### config.mk
export PLATFORM = sky130hd
export DESIGN_NAME = trig_sequencer
export DESIGN_NICKNAME = d
export VERILOG_FILES = /design/src/rtl/trig_pkg.sv /design/src/rtl/deg_accum.sv /design/src/rtl/trig_sequencer.sv
export SDC_FILE = /design/constraint.sdc
export NUM_CORES = 1
export LEC_CHECK = 0
export CAP_MARGIN = 0
export CORE_MARGIN = 2
export CORE_UTILIZATION = 40
export CTS_CLUSTER_SIZE = 20
export DETAILED_ROUTE_END_ITERATION = 6
export PLACE_DENSITY = 0.62
export SYNTH_ARGS = -nofsm -noshare
export SYNTH_HDL_FRONTEND = slang
export SYNTH_HIERARCHICAL = 1
export SYNTH_SLANG_ARGS = --single-unit
export TNS_END_PERCENT = 30
### constraint.sdc
create_clock -name clk_in -period 18.1 [get_ports clk_in]
set_input_delay 4.525 -clock clk_in [delete_from_list [all_inputs] [get_ports clk_in]]
set_output_delay 4.525 -clock clk_in [all_outputs]
set_load 0.01 [all_outputs]
### src/rtl/trig_pkg.sv
// Shared definitions for the trig sequencer and the sine/cosine units:
// degree and Q16 amplitude types, revolution size and sequencer states.
package trig_pkg;

    localparam int TRIG_DEG_FULL = 360;
    localparam int DEG_W         = 9;
    localparam int AMP_Q16_W     = 32;

    typedef logic [DEG_W-1:0]            deg_t;
    typedef logic signed [AMP_Q16_W-1:0] amp_q16_t;

    typedef enum logic [1:0] {
        IDLE,
        ISSUE,
        WAIT,
        HOLD
    } seq_state_t;

    // A single conditional subtraction is enough because both operands are below one revolution.
    function automatic deg_t wrap_deg(input logic [DEG_W:0] x, input logic [DEG_W:0] full);
        logic [DEG_W:0] r;
        r = (x >= full) ? x - full : x;
        return r[DEG_W-1:0];
    endfunction

endpackage

### src/rtl/deg_accum.sv
// Modular phase accumulator: loads a start phase and step, advances
// by the step on request, and wraps both modulo one revolution.
module deg_accum
    import trig_pkg::*;
#(
    parameter int DEG_FULL = TRIG_DEG_FULL
) (
    input  logic             clk_in,
    input  logic             rst_in,
    input  logic             load,
    input  logic             advance,
    input  logic [DEG_W-1:0] phase_init,
    input  logic [DEG_W-1:0] step_in,
    output logic [DEG_W-1:0] phase
);

    localparam logic [DEG_W:0] FULL = (DEG_W + 1)'(DEG_FULL);

    logic [DEG_W-1:0] step;
    logic [DEG_W:0]   sum;

    // One extra bit holds phase+step without overflow before the wrap.
    assign sum = {1'b0, phase} + {1'b0, step};

    always_ff @(posedge clk_in or posedge rst_in) begin
        if (rst_in) begin
            phase <= '0;
            step  <= '0;
        end else if (load) begin
            phase <= wrap_deg({1'b0, phase_init}, FULL);
            step  <= wrap_deg({1'b0, step_in}, FULL);
        end else if (advance) begin
            phase <= wrap_deg(sum, FULL);
        end
    end

endmodule

### src/rtl/trig_sequencer.sv
// Drives the sine/cosine units one angle at a time, gathers both results
// and hands each (phase, sin, cos) sample downstream over a valid/ready port.
module trig_sequencer
    import trig_pkg::*;
#(
    parameter int DEG_FULL = TRIG_DEG_FULL,
    parameter int AMP_W    = AMP_Q16_W
) (
    input  logic                    clk_in,
    input  logic                    rst_in,
    input  logic                    enable,
    input  logic                    load,
    input  logic [DEG_W-1:0]        phase_init,
    input  logic [DEG_W-1:0]        step_in,
    output logic                    trig_start,
    output logic [DEG_W-1:0]        trig_value,
    input  logic                    sin_done,
    input  logic                    cos_done,
    input  logic signed [AMP_W-1:0] sin_amp,
    input  logic signed [AMP_W-1:0] cos_amp,
    output logic                    samp_valid,
    input  logic                    samp_ready,
    output logic signed [AMP_W-1:0] samp_sin,
    output logic signed [AMP_W-1:0] samp_cos,
    output logic [DEG_W-1:0]        samp_phase,
    output logic [15:0]             samp_count
);

    seq_state_t state, state_next;

    logic                    got_sin, got_cos;
    logic signed [AMP_W-1:0] sin_cap, cos_cap;
    logic                    both_done;
    logic [DEG_W-1:0]        phase;

    // A done arriving this cycle counts as "got", so HOLD follows the last done immediately.
    assign both_done = (state == WAIT) && (got_sin || sin_done) && (got_cos || cos_done);

    deg_accum #(
        .DEG_FULL(DEG_FULL)
    ) u_accum (
        .clk_in    (clk_in),
        .rst_in    (rst_in),
        .load      (load && (state == IDLE)),
        .advance   (both_done),
        .phase_init(phase_init),
        .step_in   (step_in),
        .phase     (phase)
    );

    always_ff @(posedge clk_in or posedge rst_in) begin
        if (rst_in) begin
            state <= IDLE;
        end else begin
            state <= state_next;
        end
    end

    always_comb begin
        state_next = state;
        case (state)
            IDLE:  if (!load && enable) state_next = ISSUE;
            ISSUE: state_next = WAIT;
            WAIT:  if (both_done) state_next = HOLD;
            HOLD:  if (samp_ready) state_next = enable ? ISSUE : IDLE;
            default: state_next = IDLE;
        endcase
    end

    always_comb begin
        trig_start = 1'b0;
        samp_valid = 1'b0;
        if (state == ISSUE) trig_start = 1'b1;
        if (state == HOLD)  samp_valid = 1'b1;
    end

    // Sample capture: trig_value is frozen from ISSUE until the sample lands in the output registers.
    always_ff @(posedge clk_in or posedge rst_in) begin
        if (rst_in) begin
            trig_value <= '0;
            got_sin    <= 1'b0;
            got_cos    <= 1'b0;
            sin_cap    <= '0;
            cos_cap    <= '0;
            samp_sin   <= '0;
            samp_cos   <= '0;
            samp_phase <= '0;
            samp_count <= '0;
        end else begin
            if (state != ISSUE && state_next == ISSUE) begin
                trig_value <= phase;
            end
            if (both_done) begin
                got_sin    <= 1'b0;
                got_cos    <= 1'b0;
                samp_sin   <= sin_done ? sin_amp : sin_cap;
                samp_cos   <= cos_done ? cos_amp : cos_cap;
                samp_phase <= trig_value;
            end else if (state == WAIT) begin
                if (sin_done) begin
                    got_sin <= 1'b1;
                    sin_cap <= sin_amp;
                end
                if (cos_done) begin
                    got_cos <= 1'b1;
                    cos_cap <= cos_amp;
                end
            end
            if (state == HOLD && samp_ready) begin
                samp_count <= samp_count + 16'd1;
            end
        end
    end

endmodule

Word-level counts from Yosys, hierarchy flattened

Index checks and enable logic that the tools add are counted.
Widths: inputs -> output; s select.

Register bits: 184
Bits in latches: 0
Memory bits (writable): 0
Memory bits (read-only): 0
Input port bits: 89
Logic and storage cells: 63
Memories kept: 0

Add/subtract/negate cells: 5
Multiply operators: 0
Div/mod/pow operators: 0
$lt $le $gt $ge: 3
Equal/unequal tests: 5
Shifts and indexed selects: 0
Mux-type cells: 20
Bitwise operators: 1
Reductions and logical operators: 17

Operator list:

| kind                  | count |
|---|---|
| $mux 32               | 2 |
| $mux 9                | 5 |
| $sub 9x9->9 const B   | 3 |
| $ge 9x9->1 const B    | 2 |
| $add 16x1->16 const B | 1 |
| $add 9x9->10          | 1 |
| $ge 10x9->1 const B   | 1 |
| $mux 1                | 9 |
| $pmux 2 s4            | 1 |
| $reduce_bool 2->1     | 4 |
| $logic_and 1x1->1     | 6 |
| $mux 2                | 3 |
| $reduce_and 2->1      | 3 |
| $eq 2x1->1 const B    | 2 |
| $eq 2x2->1 const B    | 2 |
| $logic_not 2->1       | 1 |
| $logic_or 1x1->1      | 2 |
| $ne 2x1->1 const B    | 1 |
| $logic_not 1->1       | 1 |
| $not 1->1             | 1 |

Depth between registers and ports, before layout

Depth in word-level cells: 7
Mapped depth: 10

By module

The synthesis kept the hierarchy.

By module, submodules not included:

| module         | instances | cells an instance | area each (sq um) |
|---|---|---|---|
| trig_sequencer | 1         | 540               | 7025.5 |
| deg_accum      | 1         | 194               | 1720.4 |

Worst setup path before layout

Ideal clock, no wire load.

Kind: input to register
From: input phase_init[1]
To: register u_accum.phase[7]
Library setup time: 0.131 ns
Arrival time: 6.343 ns
Path slack: 11.625 ns
Cell stages on the path: 7
Path buffers: 0
Cell sequence: or4_1 or3_1 a21oi_1 o221ai_1 xnor2_1 a21o_1 or3b_1

Longest elaborated chain between the ends: 3
Elaborated cells between the ends (all ways): 4
Those cells by class: add/sub (1); order compare (1); mux (2)

RTL lines:

| what                                      | line                 | source |
|---|---|---|
| from (decl)                               | trig_sequencer.sv:13 | `input logic [DEG_W-1:0] phase_init,` |
| $sub 9x9->9 or $ge 9x9->1 (tied branches) | trig_pkg.sv:22       | `r = (x >= full) ? x - full : x;` |
| $mux 9 *                                  | trig_pkg.sv:22       |  |
| $mux 9 *                                  | deg_accum.sv:29      | `end else if (load) begin` |
| to (signal assigned)                      | deg_accum.sv:30      | `phase <= wrap_deg({1'b0, phase_init}, FULL);` |
| to (signal assigned)                      | deg_accum.sv:33      | `phase <= wrap_deg(sum, FULL);` |
| to (decl)                                 | deg_accum.sv:14      | `output logic [DEG_W-1:0] phase` |

Mark *: on every way between the ends. The rest lies on a longest branch, timed or not.
A chain may end at the register's enable or synchronous reset.

Final worst setup path

From: input cos_done
To: register samp_phase[5]

Longest elaborated chain between the ends: 2

RTL lines:

| what                 | line                 | source |
|---|---|---|
| from (decl)          | trig_sequencer.sv:18 | `input logic cos_done,` |
| $logic_or 1x1->1     | trig_sequencer.sv:37 | `assign both_done = (state == WAIT) && (got_sin \|\| sin_done) && (got_cos \|\| cos_done);` |
| $logic_and 1x1->1    | trig_sequencer.sv:37 |  |
| to (signal assigned) | trig_sequencer.sv:98 | `samp_phase <= trig_value;` |
| to (decl)            | trig_sequencer.sv:25 | `output logic [DEG_W-1:0] samp_phase,` |

No other way between the ends.

==> results.yml <==
sta:
  finalSetupTns_ps: 0
  setup_viol: 0
  finClkSkew_ps: 13.3
  tightest_slew_ps: 1010
  finalCritPeriodShare_pct: 37.3
  rsz0062_at_grt: "false"
  drv_slew: 0
  max-slew-margin-rel_pct: 32.8
  achievable-frequency_ghz: 0.148
  hold_viol: 0
  fin_crit_ps: 6750
clock_tree:
  cts.repair.resized: 0
  post_cts_buffers: 0
  cts_tree: "yes"
  htree_levels: 4
  cts-root-buf: "clkbuf_16"
  path_clk_slew_ps: 70
  cts_hold_buffers: 0
  clock_path_buffers: 2
  clock_latency_ps: 430
  clkSinkCount: 184
  numCtsBuffers: 17
floorplanning:
  io-pin-count: 189
  die_width_um: 152
  dieArea_um2: 23100
  initial_core_util_pct: 40.5
  placeableCoreArea_um2: 21600
  core.rowCount: 54
  die_h_um: 152
worst_setup_path:
  worstPathCellList: "buf_2 > buf_4 > nor2_2 > nor3_4 > buf_4 > buf_4 > mux2_2"
  crit_family: "buffers and inverters"
  path_buf_inv: 4
  slowest_stage: "buf_4"
  critPathLaunch: "cos_done"
  path_max_fanout: 80
  crit_arrival_ps: 7060
  path_class: "in2reg"
  rr_startpoint: "u_accum/phase[0]$_DFFE_PP0P_"
  end_kind: "flip-flop"
  max_stage_delay_ps: 740
  crit_required_ps: 18410
  path_common_cell: "buf_4"
  cp-start-kind: "input pin"
place:
  gp_congestion: 0.794
  dpl.hpwl_um: 13600
  placed_cell_area_um2: 10700
  io_buffer_count: 188
  place_inst: 1169
final_layout:
  fin_cells: 1203
  drive_gt1_share_pct: 17.4
  nets: 1011
  fin_area_um2: 11300
  area_delta_synth_final_pct: 29.7
  fin_util_pct: 52.5
synthesis:
  ys.flop_type: "dfrtp_1"
  ys_ff_latch: 184
  synth_top_area_share_pct: 52.6
  synth_most_common_cell: "dfrtp_1"
  ys_seq_area_share_pct: 52.6
  ys_async_sr_fraction_pct: 100
  synth_warnings: 6
  synth_cell_types: 66
  synth-edff-count: 0
  syn_area_um2: 8750
  synth.area.top_cells: "dfrtp_1, mux2_2, mux2i_1, a21oi_1, nor2_1"
  synth_area_per_cell_um2: 11.9
  synth_top_area_cell: "dfrtp_1"
  synth.cells.most_frequent: "dfrtp_1, nor2_1, mux2_2"
  synth_fp_nets: 837
  synth_cells: 734
power_and_ir_drop:
  p_leak_nw: 4.84
  pwr-share-seq_pct: 34.9
  clockPowerShare_pct: 18.0
  fin_total_pwr_w: 0.00207
  power.density_nw_per_um2: 183
  p_comb_share_pct: 47.1
  power.switching_w: 0.000744
  switching_share_pct: 35.9
  irDropWorstVdd_mv: 0.0958
  internal_power_w: 0.00133
global_route:
  gr-total-overflow: 0
  global_route.usage.total_pct: 17.4
  antenna_found_initial: 2
  grt_pass1_vias: 5938
  grt_max_degree: 89
  grt_pass1_wl_um: 32400
run_status:
  outcome: "completed"
route:
  postRouteAntennaNets: 0
  vias: 6044
  drt_wl_total_um: 19500
  vias_per_cell: 5.02
  wire_per_inst_um: 16.2
  firstDrtPassIters: 5
  drc: 0
  drtIter0Drc: 294
run:
  cap_violations: 0
min_path:
  hold_class: "reg2reg"
  hp-start: "samp_count[15]$_DFFE_PP0P_"
-- stage by stage --
stage,worst slack (ps),hold WS [ps]
floorplan,9080,464
global placement,10900,462
detailed placement,10880,472
CTS,11320,481
global route,11130,501
finish,11350,473
-- final cells by class --
cell class	count	area, µm²
diodes	2	5.00
clock buffers	18	439
clock inverters	14	160
fillers	1931	10300
inverters	9	38.8
multi-input cells	501	3820
flip-flops and latches	184	4600
well taps	280	350
repair buffers	195	1920
-- worst register-to-register path: stages, from the launching register on --
cell	delay [ps]
dfrtp_1	400
ha_1	240
fa_1	440
a21o_1	270
a221oi_4	360
mux2i_1	170
and2_4	170
o311a_4	410
o21ai_1	140
or3b_1	360
-- routing by layer --
layer | GRT usage, % | up-vias | wire length (µm)
li1 | - | 2948 | -
met1 | 24.4 | 2936 | 9480
met2 | 26.6 | 141 | 8780
met3 | 4.39 | 19 | 927
met4 | 5.43 | 0 | 301
met5 | 0 | - | 0
-- power by group through the flow --
stage	combinational [W]	clock, W	sequential (W)
finish	0.000977	0.000372	0.000724
floorplan	0.000635	0	0.000748
detailed placement	0.000984	0	0.000735
global route	0.00108	0.000400	0.000752
CTS	0.000990	0.000383	0.000727
global placement	0.000966	0	0.000730
-- state kept, by name, indices dropped and copies added, names as in the netlist, 9 cells and up --
signal,count
u_accum/phase,9
sin_cap,32
cos_cap,32
u_accum/step,9
trig_value,9
samp_cos,32
samp_sin,32
samp_phase,9
samp_count,16
-- final timing paths --
path / to / slack (ps) / cells after the start
setup / recovery: samp_phase[5]$_DFFE_PP0P_ / 11350 / 7
hold reg to reg: samp_count[15]$_DFFE_PP0P_ / 470 / 1
setup reg to reg: u_accum/phase[7]$_DFFE_PP0P_ / 15010 / 9
hold / removal: samp_count[15]$_DFFE_PP0P_ / 470 / 1
max in group asynchronous: cos_cap[7]$_DFFE_PP0P_ / 11870 / 3
min in group asynchronous: samp_phase[2]$_DFFE_PP0P_ / 4620 / 2
-- cell usage in the layout (no fill, tap or decap), drive strengths merged, types with 5 or more instances in the layout --
master,n
clkdlybuf4s50,186
dfrtp,184
nor2,90
mux2,89
a21oi,79
mux2i,71
nand2,24
xnor2,20
clkbuf,18
o21ai,16
inv,14
ha,13
nand3,10
nor3,9
buf,9
xor2,7
clkinv,7
nand4,5
nor2b,5
a21o,5
-- logic make-up (layout without fill, tap and decap cells) --
group / count (synthesis) / after routing / share of synthesized area, %
XOR/XNOR: 27 / 27 / 2.70
flip-flops: 184 / 184 / 52.6
other: 0 / 2 / 0
multiplexers: 160 / 160 / 19.6
AND/OR/NAND/NOR: 169 / 169 / 9.38
AO/OA/AOI/OAI: 131 / 131 / 9.87
adder cells (fa/ha/maj): 14 / 14 / 2.09
buffers and inverters: 49 / 236 / 3.68
(Power assumes the default switching activity.)
